--- src/rtl/stopwatch_bcd.sv ---
// stopwatch_bcd: MM:SS.t elapsed-time counter in BCD driven by a 0.1 s tick.
// A three-state FSM (IDLE/RUN/PAUSE) gates counting; lap freezes the display
// on a snapshot while the live counter keeps going underneath.
//
// Command interface: start/stop/clear/lap are single-cycle pulses sampled on
// every rising clk edge; there is no handshake and no back-pressure, so a
// pulse held for N cycles acts as N commands. Within one edge the priority is
// clear > stop > start, and lap is resolved separately unless clear is high.
module stopwatch_bcd #(
    parameter int MAX_MIN        = 59,
    parameter int TENTHS_PER_SEC = 10
) (
    input  logic       clk,
    input  logic       reset,
    input  logic       tick,
    input  logic       start,
    input  logic       stop,
    input  logic       clear,
    input  logic       lap,
    output logic [3:0] d_tenth,
    output logic [3:0] d_sec0,
    output logic [3:0] d_sec1,
    output logic [3:0] d_min0,
    output logic [3:0] d_min1,
    output logic       running,
    output logic       lap_held,
    output logic       wrap,
    output logic [1:0] dbg_state
);

    // Reject parameter values the digit logic cannot represent.
    generate
        if (MAX_MIN < 1 || MAX_MIN > 99) begin : g_bad_max_min
            $error("stopwatch_bcd: MAX_MIN must be in 1..99");
        end
        if (TENTHS_PER_SEC < 2 || TENTHS_PER_SEC > 10) begin : g_bad_tenths
            $error("stopwatch_bcd: TENTHS_PER_SEC must be in 2..10");
        end
    endgenerate

    localparam logic [1:0] S_IDLE  = 2'd0;
    localparam logic [1:0] S_RUN   = 2'd1;
    localparam logic [1:0] S_PAUSE = 2'd2;

    localparam logic [3:0] T_LAST    = 4'(TENTHS_PER_SEC - 1);
    localparam logic [3:0] MIN1_LAST = 4'(MAX_MIN / 10);
    localparam logic [3:0] MIN0_LAST = 4'(MAX_MIN % 10);

    logic [1:0] state, state_nx;

    // Live counter digits and their next values.
    logic [3:0] tenth, sec0, sec1, min0, min1;
    logic [3:0] t_nx, s0_nx, s1_nx, m0_nx, m1_nx;

    // Lap snapshot digits.
    logic [3:0] snap_tenth, snap_sec0, snap_sec1, snap_min0, snap_min1;

    logic inc;
    logic roll;
    logic take_snap;
    logic lap_held_nx;

    assign dbg_state = state;

    // Next-state logic; stop suppresses a same-cycle start, clear beats both.
    always_comb begin
        state_nx = state;
        case (state)
            S_IDLE:  if (start && !stop) state_nx = S_RUN;
            S_RUN:   if (stop) state_nx = S_PAUSE;
            S_PAUSE: if (start && !stop) state_nx = S_RUN;
            default: state_nx = S_IDLE;
        endcase
        if (clear) state_nx = S_IDLE;
    end

    // Counting depends on the current state only, so a tick with start is
    // dropped and a tick with stop is still counted.
    assign inc = (state == S_RUN) && tick;

    // Single-edge digit cascade; every carry is resolved combinationally.
    always_comb begin
        t_nx  = tenth;
        s0_nx = sec0;
        s1_nx = sec1;
        m0_nx = min0;
        m1_nx = min1;
        roll  = 1'b0;
        if (inc) begin
            if (tenth != T_LAST) begin
                t_nx = tenth + 4'd1;
            end else begin
                t_nx = 4'd0;
                if (sec0 != 4'd9) begin
                    s0_nx = sec0 + 4'd1;
                end else begin
                    s0_nx = 4'd0;
                    if (sec1 != 4'd5) begin
                        s1_nx = sec1 + 4'd1;
                    end else begin
                        s1_nx = 4'd0;
                        if (min1 == MIN1_LAST && min0 == MIN0_LAST) begin
                            m0_nx = 4'd0;
                            m1_nx = 4'd0;
                            roll  = 1'b1;
                        end else if (min0 != 4'd9) begin
                            m0_nx = min0 + 4'd1;
                        end else begin
                            m0_nx = 4'd0;
                            m1_nx = min1 + 4'd1;
                        end
                    end
                end
            end
        end
        if (clear) begin
            t_nx  = 4'd0;
            s0_nx = 4'd0;
            s1_nx = 4'd0;
            m0_nx = 4'd0;
            m1_nx = 4'd0;
            roll  = 1'b0;
        end
    end

    // Lap decision: release works in any state, capture only while running.
    always_comb begin
        take_snap   = 1'b0;
        lap_held_nx = lap_held;
        if (clear) begin
            lap_held_nx = 1'b0;
        end else if (lap) begin
            if (lap_held) begin
                lap_held_nx = 1'b0;
            end else if (state == S_RUN) begin
                lap_held_nx = 1'b1;
                take_snap   = 1'b1;
            end
        end
    end

    // State, live digits and status flags.
    always_ff @(posedge clk or negedge reset) begin
        if (!reset) begin
            state    <= S_IDLE;
            tenth    <= 4'd0;
            sec0     <= 4'd0;
            sec1     <= 4'd0;
            min0     <= 4'd0;
            min1     <= 4'd0;
            running  <= 1'b0;
            lap_held <= 1'b0;
            wrap     <= 1'b0;
        end else begin
            state    <= state_nx;
            tenth    <= t_nx;
            sec0     <= s0_nx;
            sec1     <= s1_nx;
            min0     <= m0_nx;
            min1     <= m1_nx;
            running  <= (state_nx == S_RUN);
            lap_held <= lap_held_nx;
            wrap     <= roll;
        end
    end

    // Snapshot captures the post-increment value of the same edge.
    always_ff @(posedge clk or negedge reset) begin
        if (!reset) begin
            snap_tenth <= 4'd0;
            snap_sec0  <= 4'd0;
            snap_sec1  <= 4'd0;
            snap_min0  <= 4'd0;
            snap_min1  <= 4'd0;
        end else if (take_snap) begin
            snap_tenth <= t_nx;
            snap_sec0  <= s0_nx;
            snap_sec1  <= s1_nx;
            snap_min0  <= m0_nx;
            snap_min1  <= m1_nx;
        end
    end

    // Display mux: frozen snapshot while held, live digits otherwise.
    always_comb begin
        if (lap_held) begin
            d_tenth = snap_tenth;
            d_sec0  = snap_sec0;
            d_sec1  = snap_sec1;
            d_min0  = snap_min0;
            d_min1  = snap_min1;
        end else begin
            d_tenth = tenth;
            d_sec0  = sec0;
            d_sec1  = sec1;
            d_min0  = min0;
            d_min1  = min1;
        end
    end

endmodule
--- config.mk ---
export PLATFORM = sky130hd
export DESIGN_NAME = stopwatch_bcd
export DESIGN_NICKNAME = d
export VERILOG_FILES = /design/src/rtl/stopwatch_bcd.sv
export SDC_FILE = /design/constraint.sdc
export NUM_CORES = 1
export LEC_CHECK = 0
export BUFFER_PORTS_ARGS = -buffer_cell sky130_fd_sc_hd__buf_2
export CAP_MARGIN = 20
export CORE_ASPECT_RATIO = 0.6
export CORE_UTILIZATION = 56
export CTS_CLUSTER_SIZE = 24
export DETAILED_ROUTE_END_ITERATION = 6
export MAX_ROUTING_LAYER = met4
export PLACE_DENSITY = 0.86
export SLEW_MARGIN = 15
export SYNTH_ARGS = -nofsm -noshare
export SYNTH_HDL_FRONTEND = slang
export SYNTH_SLANG_ARGS = --single-unit
--- constraint.sdc ---
create_clock -name clk -period 2.91 [get_ports clk]
set_input_delay 0.291 -clock clk [delete_from_list [all_inputs] [get_ports clk]]
set_output_delay 0.291 -clock clk [all_outputs]
set_load 0.05 [all_outputs]
* Word level (Yosys, flattened, before mapping)
Cells that the tools add are included.
** Word-level totals
- Bits in registers :: 45
- Memory bits (writable) :: 0
- ROM bits :: 0
- Memories kept :: 0
- Logic and storage cells :: 82
- Bits in latches :: 0
- Output and inout port bits :: 25
- Input bits :: 7
** Cells by class
- $mul :: 0
- Div/mod/pow operators :: 0
- Equality and inequality tests :: 9
- Bitwise operators :: 0
- Order comparisons :: 0
- Reduce and logical (&&, ||, !) cells :: 7
- Add/subtract/negate cells :: 5
- Shift-type cells :: 0
- Multiplexer cells :: 47
** Operators by type and width (number)
- $mux 4 :: 31
- $add 4x1->4 const B :: 5
- $mux 1 :: 12
- $ne 4x4->1 const B :: 3
- $mux 2 :: 3
- $eq 2x1->1 const B :: 2
- $eq 4x3->1 const B :: 1
- $eq 4x4->1 const B :: 1
- $ne 4x3->1 const B :: 1
- $pmux 2 s2 :: 1
- $logic_and 1x1->1 :: 3
- $eq 2x2->1 const B :: 1
- $logic_not 2->1 :: 1
- $reduce_bool 2->1 :: 1
- $reduce_or 2->1 :: 1
- $logic_not 1->1 :: 1

* Depth between registers and ports, before layout
- Depth in word-level cells :: 8
- Depth in mapped cells :: 7

* Worst setup path after synthesis
OpenSTA, ideal clock, no wires.
- Kind :: reg2out
- Start :: register lap_held
- End :: output d_min0[1]
- Cell stages (with the launch flop) :: 4
- Arrival :: 2.083 ns
- Slack :: 0.536 ns
- Cells stage by stage :: dfrtp_1 buf_2 clkbuf_1 o21ai_0
** Between the ends
- Word-level cells in the longest chain between the ends :: 1
** RTL lines
- start, declared :: line 26 : output logic lap_held,
- start signal, assigned :: line 162 : lap_held <= lap_held_nx;
- $mux 4 :: line 186 : if (lap_held) begin
- end, declared :: line 23 : output logic [3:0] d_min0,
Every way passes these cells.

* Final worst setup path
- Start :: register state[0], in the netlist dbg_state[0]
- End :: register min0[1]
** Between the ends
- Word-level cells in the longest chain between the ends :: 4
** RTL lines
- start, declared :: line 49 : logic [1:0] state, state_nx;
- start signal, assigned :: line 155 : state <= state_nx;
- $eq 2x1->1 :: line 79 : assign inc = (state == S_RUN) && tick;
- $logic_and 1x1->1 :: line 79
- $mux 4 :: line 89 : if (inc) begin
- $mux 4 :: line 116 : if (clear) begin
- net m0_nx[1] :: line 53 : logic [3:0] t_nx, s0_nx, s1_nx, m0_nx, m1_nx;
- end signal, assigned :: line 159 : min0 <= m0_nx;
- end, declared :: line 52 : logic [3:0] tenth, sec0, sec1, min0, min1;
The timed path passes the listed nets, and every way through them passes these cells.
A chain may end at the register's enable or synchronous reset.

==> results.md <==
- Top FF cell, synth: dfrtp_1
- CP startpoint kind: flip-flop
- WL/cell: around 15 um
- Adder-cell share of the synthesized area: around 3.2%
- Worst-margin pin slew: 0.705 ns
- Gpl congestion: slightly below 0.9
- Net Sw Frac: 24.8%
- Synthesized area: between 2000 and 2500 um^2
- FF+latch count, synth: 45
- Clk_skew: 0.0120 ns
- Register area share after synthesis: 47.4%
- Max Fclk: 472 MHz
- Power, Total: 1.14 mW
- EDFF count, synth: 0
- Wirelength, routed: approximately 4900 um
- Reg area: about 1100 um^2
- FILL cells: 308
- Period utilization: approximately 73%
- Share of cells above drive strength 1: about a quarter
- Fraction of registers with async set/reset: 100%
- Total GRT Usage: 25.5%
- Max-slew headroom: 52.9%
- Nets: about 280
- Vias in the first global route: 1,664
- Area taken by multi-input logic gates: 1170 um^2
- Root buffer cell: clkbuf_8
- Synth Area in Compound Gates: between 10% and 20%
- Synth top area share: 47.4%
- Max-cap viol count: 0
- Max-slew violations: 0
- Setup_tns: 0 ns
- DR pass1 iterations: 4
- Antenna cells: 0
- Layout area overhead: 12.8%
- First-pass GRT wire length: a little over 8000 um
- Grt total ovfl: 0
- Number of CTS-inserted buffers: 5
- TritonCTS clock tree: done
- Largest area contributor in the netlist: dfrtp_1
- Die area: ~4500 um^2
- Req. time, crit path: between 3 and 4 ns
- RSZ-0062 raised after global routing: false
- CP Capture Type: flip-flop
- Mapped Avg Cell Area: between 10 and 15 um^2
- Fin Hold WS: 0.158 ns
- H-Tree Depth: 2
- PwrDens: around 430 nW/um^2
- DP HPWL: between 3000 and 4000 um
- Largest cells by area after synthesis: dfrtp_1, mux2_2, o21ai_0
- Maximum vdd drop: ~0.00029 V
- Synth Area in XOR/XNOR: 3.69%
- Cells after Synth: between 200 and 250
- Int Power: 860 uW
- Clk Latency, worst-skew pair: between 0.3 and 0.4 ns
- TritonCTS Sinks: 45
- Vias/cell: ~5.6
- Crit-path max FO: 11
- WS Path Type: reg -> reg
- Core Area: between 3000 and 4000 um^2
- Synth Warn #: 0
- Cell Rows: 17
- Die X: roughly 86 um
- Status: completed
- Post-place setup slack: 0.810 ns
- # IOs: 32
- Clock network power share: between 30% and 40%
- Post-synthesis mux area share: 9.33%
- Min-delay worst type: in -> reg
- Clock buffer depth: 2
- Leakage: roughly 1.3 nW
- I/O Buffers: 31
- Synth Area in Simple Gates: 22.7%
- Net switching power: 283 uW
- Syn Nets: 248
- Iter 0 DRT Violations: about 130
- Clock-pin slew on the worst setup and hold paths: about 0.090 ns
- Largest family of logic cells by synthesized area: simple AND/OR/NAND/NOR gates
- Final Util: approximately 70%
- Routed Antenna Nets: 0
- Worst setup margin: 0.793 ns
- Drt drc: 0
- Vias: approximately 1,800
- Critical path arrival: between 2 and 2.5 ns
- Gate power share: approximately 7.4%
- Tmin final: around 2.1 ns
- Initial antenna violation count: 0
- Part of the power in registers: between 50 and 60%
- Setup violators final: 0
- Initial Util: approximately three fifths
- CTS resizes: 0
- Pin count of the biggest net entering global routing: 46
- Die Y: 52.4 um
- Distinct cells, synth: 44
- Final Hold Viols: 0
==> worst max-delay path, cell delays in order, from the launching register on <==
cell and delay [ns]:
dfrtp_1 0.50, and4b_1 0.50, and4_1 0.52, mux2_2 0.39
nor3_1 0.13
==> power by group through the flow <==
stage	Combinational (mW)	Clock, mW	Sequential [mW]
5_1_grt	0.0957	0.431	0.659
4_1_cts	0.0815	0.406	0.656
6_report	0.0846	0.403	0.656
2_1_floorplan	0.0462	0	0.673
3_3_place_gp	0.0803	0	0.667
3_5_place_dp	0.0811	0	0.668
==> layout make-up <==
type	instances	area share (%)
flip-flops and latches	45	42.1
clock buffers	6	3.08
well taps	57	2.66
repair buffers	35	7.48
clock inverters	1	0.280
inverters	6	0.841
multi-input cells	172	43.6
==> layout by cell type, fill, tap and decap left out, types with 5 or more instances in the layout <==
| master | Yosys | layout |
|---|---|---|
| dfrtp_1 | 45 | 45 |
| o21ai_0 | 20 | 20 |
| nand2_1 | 23 | 23 |
| nor3_1 | 11 | 11 |
| nand3_1 | 5 | 5 |
| nor2_1 | 18 | 18 |
| clkbuf_8 | 0 | 6 |
| ha_1 | 6 | 6 |
| nor2b_1 | 6 | 6 |
| inv_1 | 6 | 6 |
| xor2_1 | 7 | 7 |
| a21oi_1 | 8 | 8 |
| mux2_2 | 17 | 17 |
| buf_2 | 1 | 31 |
| nand4_1 | 6 | 6 |
==> registers in the layout, summed over array words and instances (netlist names) <==
| name | cells |
|---|---|
| running | 1 |
| snap_sec0 | 4 |
| snap_tenth | 4 |
| min1 | 4 |
| snap_min1 | 4 |
| lap_held | 1 |
| snap_sec1 | 4 |
| min0 | 4 |
| wrap | 1 |
| dbg_state | 2 |
| sec0 | 4 |
| tenth | 4 |
| sec1 | 4 |
| snap_min0 | 4 |
==> logic make-up (layout without fill, tap and decap cells) <==
logic type               count (synthesis)  in the layout
XOR/XNOR                                10             10
buffers and inverters                   18             48
multiplexers                            20             20
AND/OR/NAND/NOR                         93             93
flip-flops                              45             45
AO/OA/AOI/OAI                           43             43
adder cells (fa/ha/maj)                  6              6
==> synthesized netlist by cell type (all sizes together), types with 2 or more instances <==
master   n
a211oi   2
a21oi    8
a31oi    4
and3b    2
and4     2
and4b    2
buf      6
clkbuf   6
dfrtp   45
ha       6
inv      6
mux2    17
mux2i    3
nand2   23
nand3    5
nand3b   4
nand4    7
nor2    18
nor2b    6
nor3    11
nor4b    2
o21ai   24
o31ai    2
or3      2
xnor2    3
xor2     7
==> per-stage QoR <==
stage	area (um^2)	instances
floorplan	2370	235
global placement	2560	313
detailed placement	2560	313
CTS	2650	320
global route	2680	322
finish	2680	322
==> per-layer routing <==
layer / up-vias / track usage (%) / share of wire [%] / wire length, um
li1: 890 / - / - / -
met1: 845 / 37.9 / 52 / 2540
met2: 59 / 33.9 / 41 / 2020
met3: 7 / 5.67 / 5.7 / 277
met4: 0 / 9.17 / 1.3 / 65
met5: - / - / 0 / 0
==> path summary, 6_finish.rpt <==
kind                          startpoint       endpoint  slack [ns]  cells after the start
max reg2reg                 dbg_state[0]        min0[1]        0.79                      4
min in group asynchronous          reset   snap_sec0[3]        0.38                      2
min                                 stop   dbg_state[0]        0.16                      2
max in group asynchronous          reset   snap_min1[3]        2.05                      3
max                         dbg_state[0]        min0[1]        0.79                      4
min reg2reg                snap_tenth[2]  snap_tenth[2]        0.48                      2
==> repair_timing <==
action / 4_1_cts / 5_1_grt
endpoints found under the setup margin: 0 / 0
hold buffers: 0 / 1
buffers inserted: 0 / 0
hold endpoints to repair: 0 / 10
Power figures use the tool's default switching activity.
